$ cat src/rtl/status_array_ctrl_pkg.sv
// Shared sizing and state encoding for the status_array sequencer/arbiter.
package status_array_ctrl_pkg;

  localparam int ADDR_WIDTH = 4;
  localparam int ROW_WIDTH  = 8;
  localparam int NUM_BLOCKS = 4;
  localparam int NUM_ROWS   = 1 << ADDR_WIDTH;

  typedef enum logic [1:0] {
    SAC_RST  = 2'd0,
    SAC_INIT = 2'd1,
    SAC_RUN  = 2'd2
  } sac_state_e;

endpackage

$ cat src/rtl/status_array_ctrl_fair_arb.sv
// Two-way priority arbiter (the sac_fair_arb function) for the status_array access slot.
// Updates win by default. A burst counter bounds how many update grants in a row a
// waiting lookup can be starved for; at the limit the lookup takes the slot.
module status_array_ctrl_fair_arb #(
  parameter int UP_BURST_MAX = 4
) (
  input  logic clk,
  input  logic arst_n,
  input  logic en,
  input  logic lk_valid,
  input  logic up_valid,
  output logic lk_grant,
  output logic up_grant
);

  localparam int CW = $clog2(UP_BURST_MAX + 1);
  localparam logic [CW-1:0] BURST_LIMIT = CW'(UP_BURST_MAX);

  logic [CW-1:0] burst_cnt;
  logic          burst_full;

  assign burst_full = (burst_cnt == BURST_LIMIT);

  // Grant decision: at most one requester wins, and only while arbitration is enabled.
  always_comb begin
    lk_grant = en & lk_valid & (~up_valid | burst_full);
    up_grant = en & up_valid & ~(lk_valid & burst_full);
  end

  // Burst counter counts update grants taken while a lookup waits; it only moves on arbitration cycles.
  always_ff @(posedge clk or negedge arst_n) begin
    if (!arst_n) begin
      burst_cnt <= '0;
    end else if (en) begin
      if (!lk_valid || lk_grant) begin
        burst_cnt <= '0;
      end else if (up_grant && !burst_full) begin
        burst_cnt <= burst_cnt + 1'b1;
      end
    end
  end

endmodule

$ cat src/rtl/status_array_ctrl.sv
// Sequencer and arbiter in front of status_array.
// After reset or a flush every row is swept to zero, then the single access slot is
// granted each cycle to either a lookup (read) or an update (masked write), never both.
// Handshake: a request is issued in the cycle where its valid and ready are both high;
// ready is the grant itself, so it may depend combinationally on valid.
module status_array_ctrl
  import status_array_ctrl_pkg::*;
#(
  parameter int TAG_WIDTH    = 1,
  parameter int UP_BURST_MAX = 4
) (
  input  logic                  clk,
  input  logic                  arst_n,
  input  logic                  i_halt,
  input  logic                  i_flush,
  input  logic                  i_lk_valid,
  input  logic [ADDR_WIDTH-1:0] i_lk_addr,
  input  logic [TAG_WIDTH-1:0]  i_lk_tag,
  output logic                  o_lk_ready,
  input  logic                  i_up_valid,
  input  logic [ADDR_WIDTH-1:0] i_up_addr,
  input  logic [ROW_WIDTH-1:0]  i_up_data,
  input  logic [NUM_BLOCKS-1:0] i_up_wmask,
  output logic                  o_up_ready,
  output logic                  o_sa_r_valid,
  output logic [ADDR_WIDTH-1:0] o_sa_r_addr,
  output logic [TAG_WIDTH-1:0]  o_sa_tag,
  output logic                  o_sa_w_valid,
  output logic [ADDR_WIDTH-1:0] o_sa_w_addr,
  output logic [ROW_WIDTH-1:0]  o_sa_w_data,
  output logic [NUM_BLOCKS-1:0] o_sa_w_wmask,
  output logic                  o_init_done,
  output logic [1:0]            o_dbg_state
);

  localparam logic [ADDR_WIDTH-1:0] LAST_ROW = '1;

  sac_state_e            state;
  logic [ADDR_WIDTH-1:0] row_cnt;
  logic                  flush_pend;
  logic                  arb_en;
  logic                  lk_grant;
  logic                  up_grant;
  logic                  sweep_wr;

  // A pending flush blocks new grants so the slot is quiet before the re-sweep.
  assign arb_en   = (state == SAC_RUN) & ~i_halt & ~flush_pend;
  assign sweep_wr = (state == SAC_INIT) & ~i_halt;

  status_array_ctrl_fair_arb #(
    .UP_BURST_MAX (UP_BURST_MAX)
  ) u_fair_arb (
    .clk      (clk),
    .arst_n   (arst_n),
    .en       (arb_en),
    .lk_valid (i_lk_valid),
    .up_valid (i_up_valid),
    .lk_grant (lk_grant),
    .up_grant (up_grant)
  );

  // Sequencer: RST -> INIT sweep -> RUN; a flush seen in RUN sends it back to INIT.
  always_ff @(posedge clk or negedge arst_n) begin
    if (!arst_n) begin
      state      <= SAC_RST;
      row_cnt    <= '0;
      flush_pend <= 1'b0;
    end else if (i_halt) begin
      // Everything holds except that a flush pulse must not be lost.
      if (state != SAC_RST) begin
        flush_pend <= flush_pend | i_flush;
      end
    end else begin
      case (state)
        SAC_RST: begin
          state <= SAC_INIT;
        end
        SAC_INIT: begin
          // The sweep already zeroes everything, so a flush here is simply absorbed.
          flush_pend <= 1'b0;
          if (row_cnt == LAST_ROW) begin
            row_cnt <= '0;
            state   <= SAC_RUN;
          end else begin
            row_cnt <= row_cnt + 1'b1;
          end
        end
        SAC_RUN: begin
          if (flush_pend) begin
            flush_pend <= 1'b0;
            state      <= SAC_INIT;
          end else begin
            flush_pend <= i_flush;
          end
        end
        default: begin
          state <= SAC_RST;
        end
      endcase
    end
  end

  // Port mux: sweep write, granted update or granted lookup; idle fields are driven to zero.
  always_comb begin
    o_lk_ready   = lk_grant;
    o_up_ready   = up_grant;
    o_sa_r_valid = lk_grant;
    o_sa_r_addr  = lk_grant ? i_lk_addr : '0;
    o_sa_tag     = lk_grant ? i_lk_tag : '0;
    o_sa_w_valid = sweep_wr | up_grant;
    o_sa_w_addr  = '0;
    o_sa_w_data  = '0;
    o_sa_w_wmask = '0;
    if (sweep_wr) begin
      o_sa_w_addr  = row_cnt;
      o_sa_w_wmask = '1;
    end else if (up_grant) begin
      o_sa_w_addr  = i_up_addr;
      o_sa_w_data  = i_up_data;
      o_sa_w_wmask = i_up_wmask;
    end
    o_init_done  = (state == SAC_RUN);
    o_dbg_state  = state;
  end

endmodule

$ cat config.mk
export PLATFORM = sky130hd
export DESIGN_NAME = status_array_ctrl
export DESIGN_NICKNAME = d
export VERILOG_FILES = /design/src/rtl/status_array_ctrl_pkg.sv /design/src/rtl/status_array_ctrl_fair_arb.sv /design/src/rtl/status_array_ctrl.sv
export SDC_FILE = /design/constraint.sdc
export NUM_CORES = 1
export LEC_CHECK = 0
export BUFFER_PORTS_ARGS = -buffer_cell sky130_fd_sc_hd__buf_2
export CORE_MARGIN = 4
export CORE_UTILIZATION = 40
export CTS_CLUSTER_SIZE = 24
export DETAILED_ROUTE_END_ITERATION = 10
export GPL_TIMING_DRIVEN = 0
export PLACE_DENSITY_LB_ADDON = 0.15
export SLEW_MARGIN = 15
export SYNTH_ARGS = -nofsm -noshare
export SYNTH_HDL_FRONTEND = slang
export SYNTH_SLANG_ARGS = --single-unit
$ cat constraint.sdc
create_clock -name clk -period 1.9 [get_ports clk]
set_input_delay 0.19 -clock clk [delete_from_list [all_inputs] [get_ports clk]]
set_output_delay 0.19 -clock clk [all_outputs]
set_load 0.01 [all_outputs]
[Word-level counts from Yosys, hierarchy flattened]
Index checks and enable logic that the tools add are counted.
Storage, ports and cells
  word-level logic and storage cells: 58
  input port bits: 27
  flip-flop bits (word level): 10
Cells by class
  add/subtract/negate cells: 2
  muxes and demuxes: 18
  bitwise gates (word level): 15
  reduce and logical (&&, ||, !) cells: 12
  equal/unequal tests: 7
Operators with widths (count)
  2-to-1 mux 4 bit: 6
  2-to-1 mux 8 bit: 2
  bitwise AND 1 bit: 8
  2-to-1 mux 3 bit: 2
  != test 2 x 1 -> 1 bit (second input constant): 3
  case mux 2 bit (3 select lines): 1
  AND reduction 2 bit: 3
  adder 4 x 1 -> 4 bit (second input constant): 1
  == test 4 bit (second input constant): 1
  2-to-1 mux 1 bit: 4
  2-to-1 mux 2 bit: 2
  inverter 1 bit: 4
  nonzero test 2 bit: 2
  adder 3 x 1 -> 3 bit (second input constant): 1
  == test 3 bit (second input constant): 1
  OR 1 bit: 3
  AND reduction 3 bit: 1
  nonzero test 3 bit: 1
  == test 2 x 1 -> 1 bit (second input constant): 1
  == test 2 bit (second input constant): 1
  logical NOT 1 bit: 2
  logical NOT 2 bit: 1
  case mux 1 bit (2 select lines): 1
  logical AND 1 bit: 1
  logical OR 1 bit: 1

[Logic depth before layout (Yosys ltp)]
  word-level depth: 8
  gate-level depth with buffers: 7
  depth with buffers taken out: 5

[By module]
Synthesis repeated with hierarchy kept, for this count alone.
Unflattened totals
  cell total of the unflattened synthesis: 92
  area total of the unflattened synthesis: 767.0 sq um
Modules (own cells, without submodules)
  status_array_ctrl: area each 570.5 sq um, seq. area each 175.2 sq um, cells each 70, instances 1
  status_array_ctrl_fair_arb: area each 196.4 sq um, seq. area each 75.1 sq um, cells each 22, instances 1

[Worst setup path after synthesis]
No wires, ideal clock.
  kind: register to output
  start point: register state[0], in the netlist o_dbg_state[0]
  end point: output port o_sa_r_addr[0]
  stages on the path, launching flop included: 5
  setup slack: 0.093 ns
  data arrival time: 1.617 ns
  buffers on the path: 1
  cells stage by stage: dfrtp_1 -> buf_2 -> or4b_4 -> nor3b_4 -> and2_1
On the way
  longest elaborated chain between the ends: 6
RTL lines
  start, declared: RTL line status_array_ctrl.sv:38  | sac_state_e state;
  start signal, assigned: RTL line status_array_ctrl.sv:65  | state <= SAC_RST;
  start signal, assigned: RTL line status_array_ctrl.sv:76  | state <= SAC_INIT;
  start signal, assigned: RTL line status_array_ctrl.sv:83  | state <= SAC_RUN;
  == test 2 bit: RTL line status_array_ctrl.sv:47  | assign arb_en = (state == SAC_RUN) & ~i_halt & ~flush_pend;
  bitwise AND 1 bit (2 in series): RTL line status_array_ctrl.sv:47
  bitwise AND 1 bit (2 in series): RTL line status_array_ctrl_fair_arb.sv:26  | lk_grant = en & lk_valid & (~up_valid | burst_full);
  net o_lk_ready: RTL line status_array_ctrl.sv:19  | output logic o_lk_ready,
  2-to-1 mux 4 bit: RTL line status_array_ctrl.sv:108  | o_sa_r_addr = lk_grant ? i_lk_addr : '0;
  end, declared: RTL line status_array_ctrl.sv:26  | output logic [ADDR_WIDTH-1:0] o_sa_r_addr,
The timed path passes the listed nets, and every way through them passes these cells.

[Worst setup path in the final report]
  start point: register flush_pend
  end point: output port o_sa_r_addr[2]
On the way
  longest elaborated chain between the ends: 5
RTL lines
  start, declared: RTL line status_array_ctrl.sv:40  | logic flush_pend;
  start signal, assigned: RTL line status_array_ctrl.sv:71  | flush_pend <= flush_pend | i_flush;
  start signal, assigned: RTL line status_array_ctrl.sv:93  | flush_pend <= i_flush;
  inverter 1 bit: RTL line status_array_ctrl.sv:47
  bitwise AND 1 bit: RTL line status_array_ctrl.sv:47
  bitwise AND 1 bit (2 in series): RTL line status_array_ctrl_fair_arb.sv:26
  2-to-1 mux 4 bit: RTL line status_array_ctrl.sv:108
No other way between the ends.

==> reports/results.tsv <==
metric	value	unit
status	finished with violations	
failing checks	negative setup slack	
cell accounting for the most synthesized area	dfrtp_1	
Max Freq	496	MHz
chip width	52.2	um
Setup crit end kind	output port	
RSZ-0062 raised after global routing	true	
Synth Area per Inst	9.19	sq um
post-route ant nets	0	
reg2reg end	u_fair_arb.burst_cnt[2]$_DFFE_PN0P_	
FP Rows	15	
Least-Margin Pin Slew	0.367	ns
hold slack final	0.160	ns
worst r2r path cells	5	
Worst Hold Class	input port to flop	
FF-to-FF Start	o_dbg_state[0]$_DFFE_PN0P_	
# DRC	0	
largest cells by area after synthesis	dfrtp_1 (32%), and2_1 (10%), ha_1 (4.8%), a22o_1 (4.5%), a21o_1 (3.8%)	
TritonCTS Sinks	10	
Seq/Total Area, Yosys	0.321	
Clk Latency, worst-skew pair	0.27	ns
Synth top cells by count	and2_1 (13), dfrtp_1 (10), inv_1 (6), nand2_1 (6)	
Syn Nets	115	
Power Dens Cells	769	nW/um^2
IO Pins	55	
largest net degree at the start of global routing	11	
R2R Setup Slk	0.43	ns
vias in the first global route	818	
ys flop type	dfrtp_1	
DR iter-0 viols	18	
First-pass DRT Iterations	4	
GRT Util Overall	0.178	
TritonCTS clock tree	built	
maximum fanout along the worst path	7	
VDD IR max	0.641	mV
initial antenna violation count	0	
worst clock skew	0.00566	ns
Buffers on Ports	53	
YS warnings	0	
Hold Crit Depth	2	
ant diodes	0	
Starting Density	0.438	
Overflow after GRT	0	
htree depth	1	
Worst Hold End	o_dbg_state[0]$_DFFE_PN0P_	
FF+latch count, synth	10	
Synth top area share	0.321	
Critical Path Start	flush_pend$_DFFE_PN0P_	
critical path class	flop to output port	
synthesized instance count	85	
clk buf depth	2	
endpoints failing setup	14	
Final Hold Vio Count	0	
Post-synth ARST share	1.00	
setup ws final	-0.117	ns
CP arrival	1.83	ns
nets	188	
crit start category	flop	
Core Area	1780	sq um
Lkg Pwr	0.000720	uW
die height	52.2	um
Setup Slack @ Placement	0.0258	ns
post-route clock period utilization	1.06	
ratio of cells with drive above 1 in the final layout	0.609	
placed cells	163	
WP data required	1.71	ns
Fill cells	135	
DP Wirelength	1680	um
routed len/inst	14.1	um
Final Max Slew Viols	0	
Vias	922	
worst relative slew slack	0.755	
minimum clock period	2.02	ns
clk root buf	clkbuf_4	
first-pass GRT wire length	3530	um
Max-cap violations	0	
Post-synth EDFFs	0	
synthesis-to-layout area growth	72.3	%
Avg Vias per Cell	5.09	
cts bufs inserted	3	
final WL	2540	um
final core utilization	0.754	
setup TNS	-0.656	ns
post-synth cell types	35	
most frequent cell after synthesis	and2_1	
Hold Startpoint	i_halt	
Non-Filler Instances	181	
Reg clk slew, reported paths	0.06	ns
Post-Syn Area	781	sq um
gpl congestion	0.841	
die footprint	2720	sq um
[cells in the final DEF (no fill, tap or decap), types with 2 or more instances in the layout]
| cell type | netlist | routed |
|---|---|---|
| buf_2 | 3 | 45 |
| buf_4 | 1 | 14 |
| buf_6 | 2 | 13 |
| dfrtp_1 | 10 | 8 |
| and2_1 | 13 | 7 |
| and2_4 | 0 | 6 |
| nand2_1 | 6 | 6 |
| inv_1 | 6 | 5 |
| clkbuf_4 | 0 | 4 |
| a22o_1 | 4 | 4 |
| a21o_1 | 4 | 4 |
| nand3_1 | 4 | 3 |
| o21ai_0 | 3 | 3 |
| nor3b_4 | 1 | 2 |
| nor2b_1 | 2 | 2 |
| a21oi_1 | 2 | 2 |
| o41ai_1 | 2 | 2 |
| ha_1 | 3 | 2 |
| dfrtp_2 | 0 | 2 |
[worst max path at each step]
stage	to	slack (ns)	cells past startpoint
4_1_cts	o_sa_r_addr[2]	-0.16	4
3_3_place_gp	o_sa_w_data[5]	0.05	7
5_1_grt	o_sa_r_addr[2]	-0.20	4
3_5_place_dp	o_sa_r_addr[2]	0.03	5
6_report	o_sa_r_addr[2]	-0.12	4
2_1_floorplan	o_sa_r_addr[0]	0.09	4
[cell families after synthesis]
group	Yosys count	synth area share
AO/OA/AOI/OAI	23	0.221
adder cells (fa/ha/maj)	3	0.0481
multiplexers	2	0.0272
flip-flops	10	0.321
buffers and inverters	13	0.0913
XOR/XNOR	1	0.0112
AND/OR/NAND/NOR	33	0.280
[worst max-delay path, cell delays in order (launching register included)]
cell,delay (ns)
dfrtp_2,0.40
or4b_4,0.57
nor3b_4,0.28
and2_1,0.18
buf_2,0.13
[per-stage QoR]
step / area (sq um) / total power, uW
after floorplan: 781 / 636
after global placement: 1080 / 763
after detailed placement: 1080 / 777
after CTS: 1270 / 1000
after global routing: 1350 / 1110
final: 1350 / 1030
[registers in the layout, indices dropped and copies added (netlist names)]
signal,flops
u_fair_arb.burst_cnt,3
flush_pend,1
o_dbg_state,2
row_cnt,4
[timing repair]
item	in CTS	in global routing
cloned	1	0
hold endpoints to repair	10	0
setup endpoints to repair	25	25
buffers inserted	13	2
pin swaps	9	17
hold buffers	1	0
resized for setup	13	19
[layout make-up]
cell class / instances / area [sq um] / share of cell area
Multi-Input combinational cell: 62 / 502 / 0.373
Timing Repair Buffer: 70 / 465 / 0.346
Sequential cell: 10 / 253 / 0.188
Buffer: 5 / 48.8 / 0.0363
Tap cell: 25 / 31.3 / 0.0233
Clock buffer: 3 / 22.5 / 0.0167
Inverter: 6 / 22.5 / 0.0167
[layer usage]
layer  GRT usage  vias to the layer above  routed length [um]
met5           0                        -                   0
met4      0.0894                        0                  42
met3      0.0513                        5                 268
met2       0.358                       48                1360
met1       0.156                      423                 874
li1            -                      446                   -
[where the power goes]
part | total [uW] | switching, uW | leakage (uW) | internal (uW)
combinational | 526 | 240 | 0.000591 | 286
clock | 150 | 76.2 | 0.0000138 | 73.4
sequential | 358 | 78.3 | 0.000115 | 280
total | 1030 | 394 | 0.000720 | 640
(Power assumes the default switching activity.)
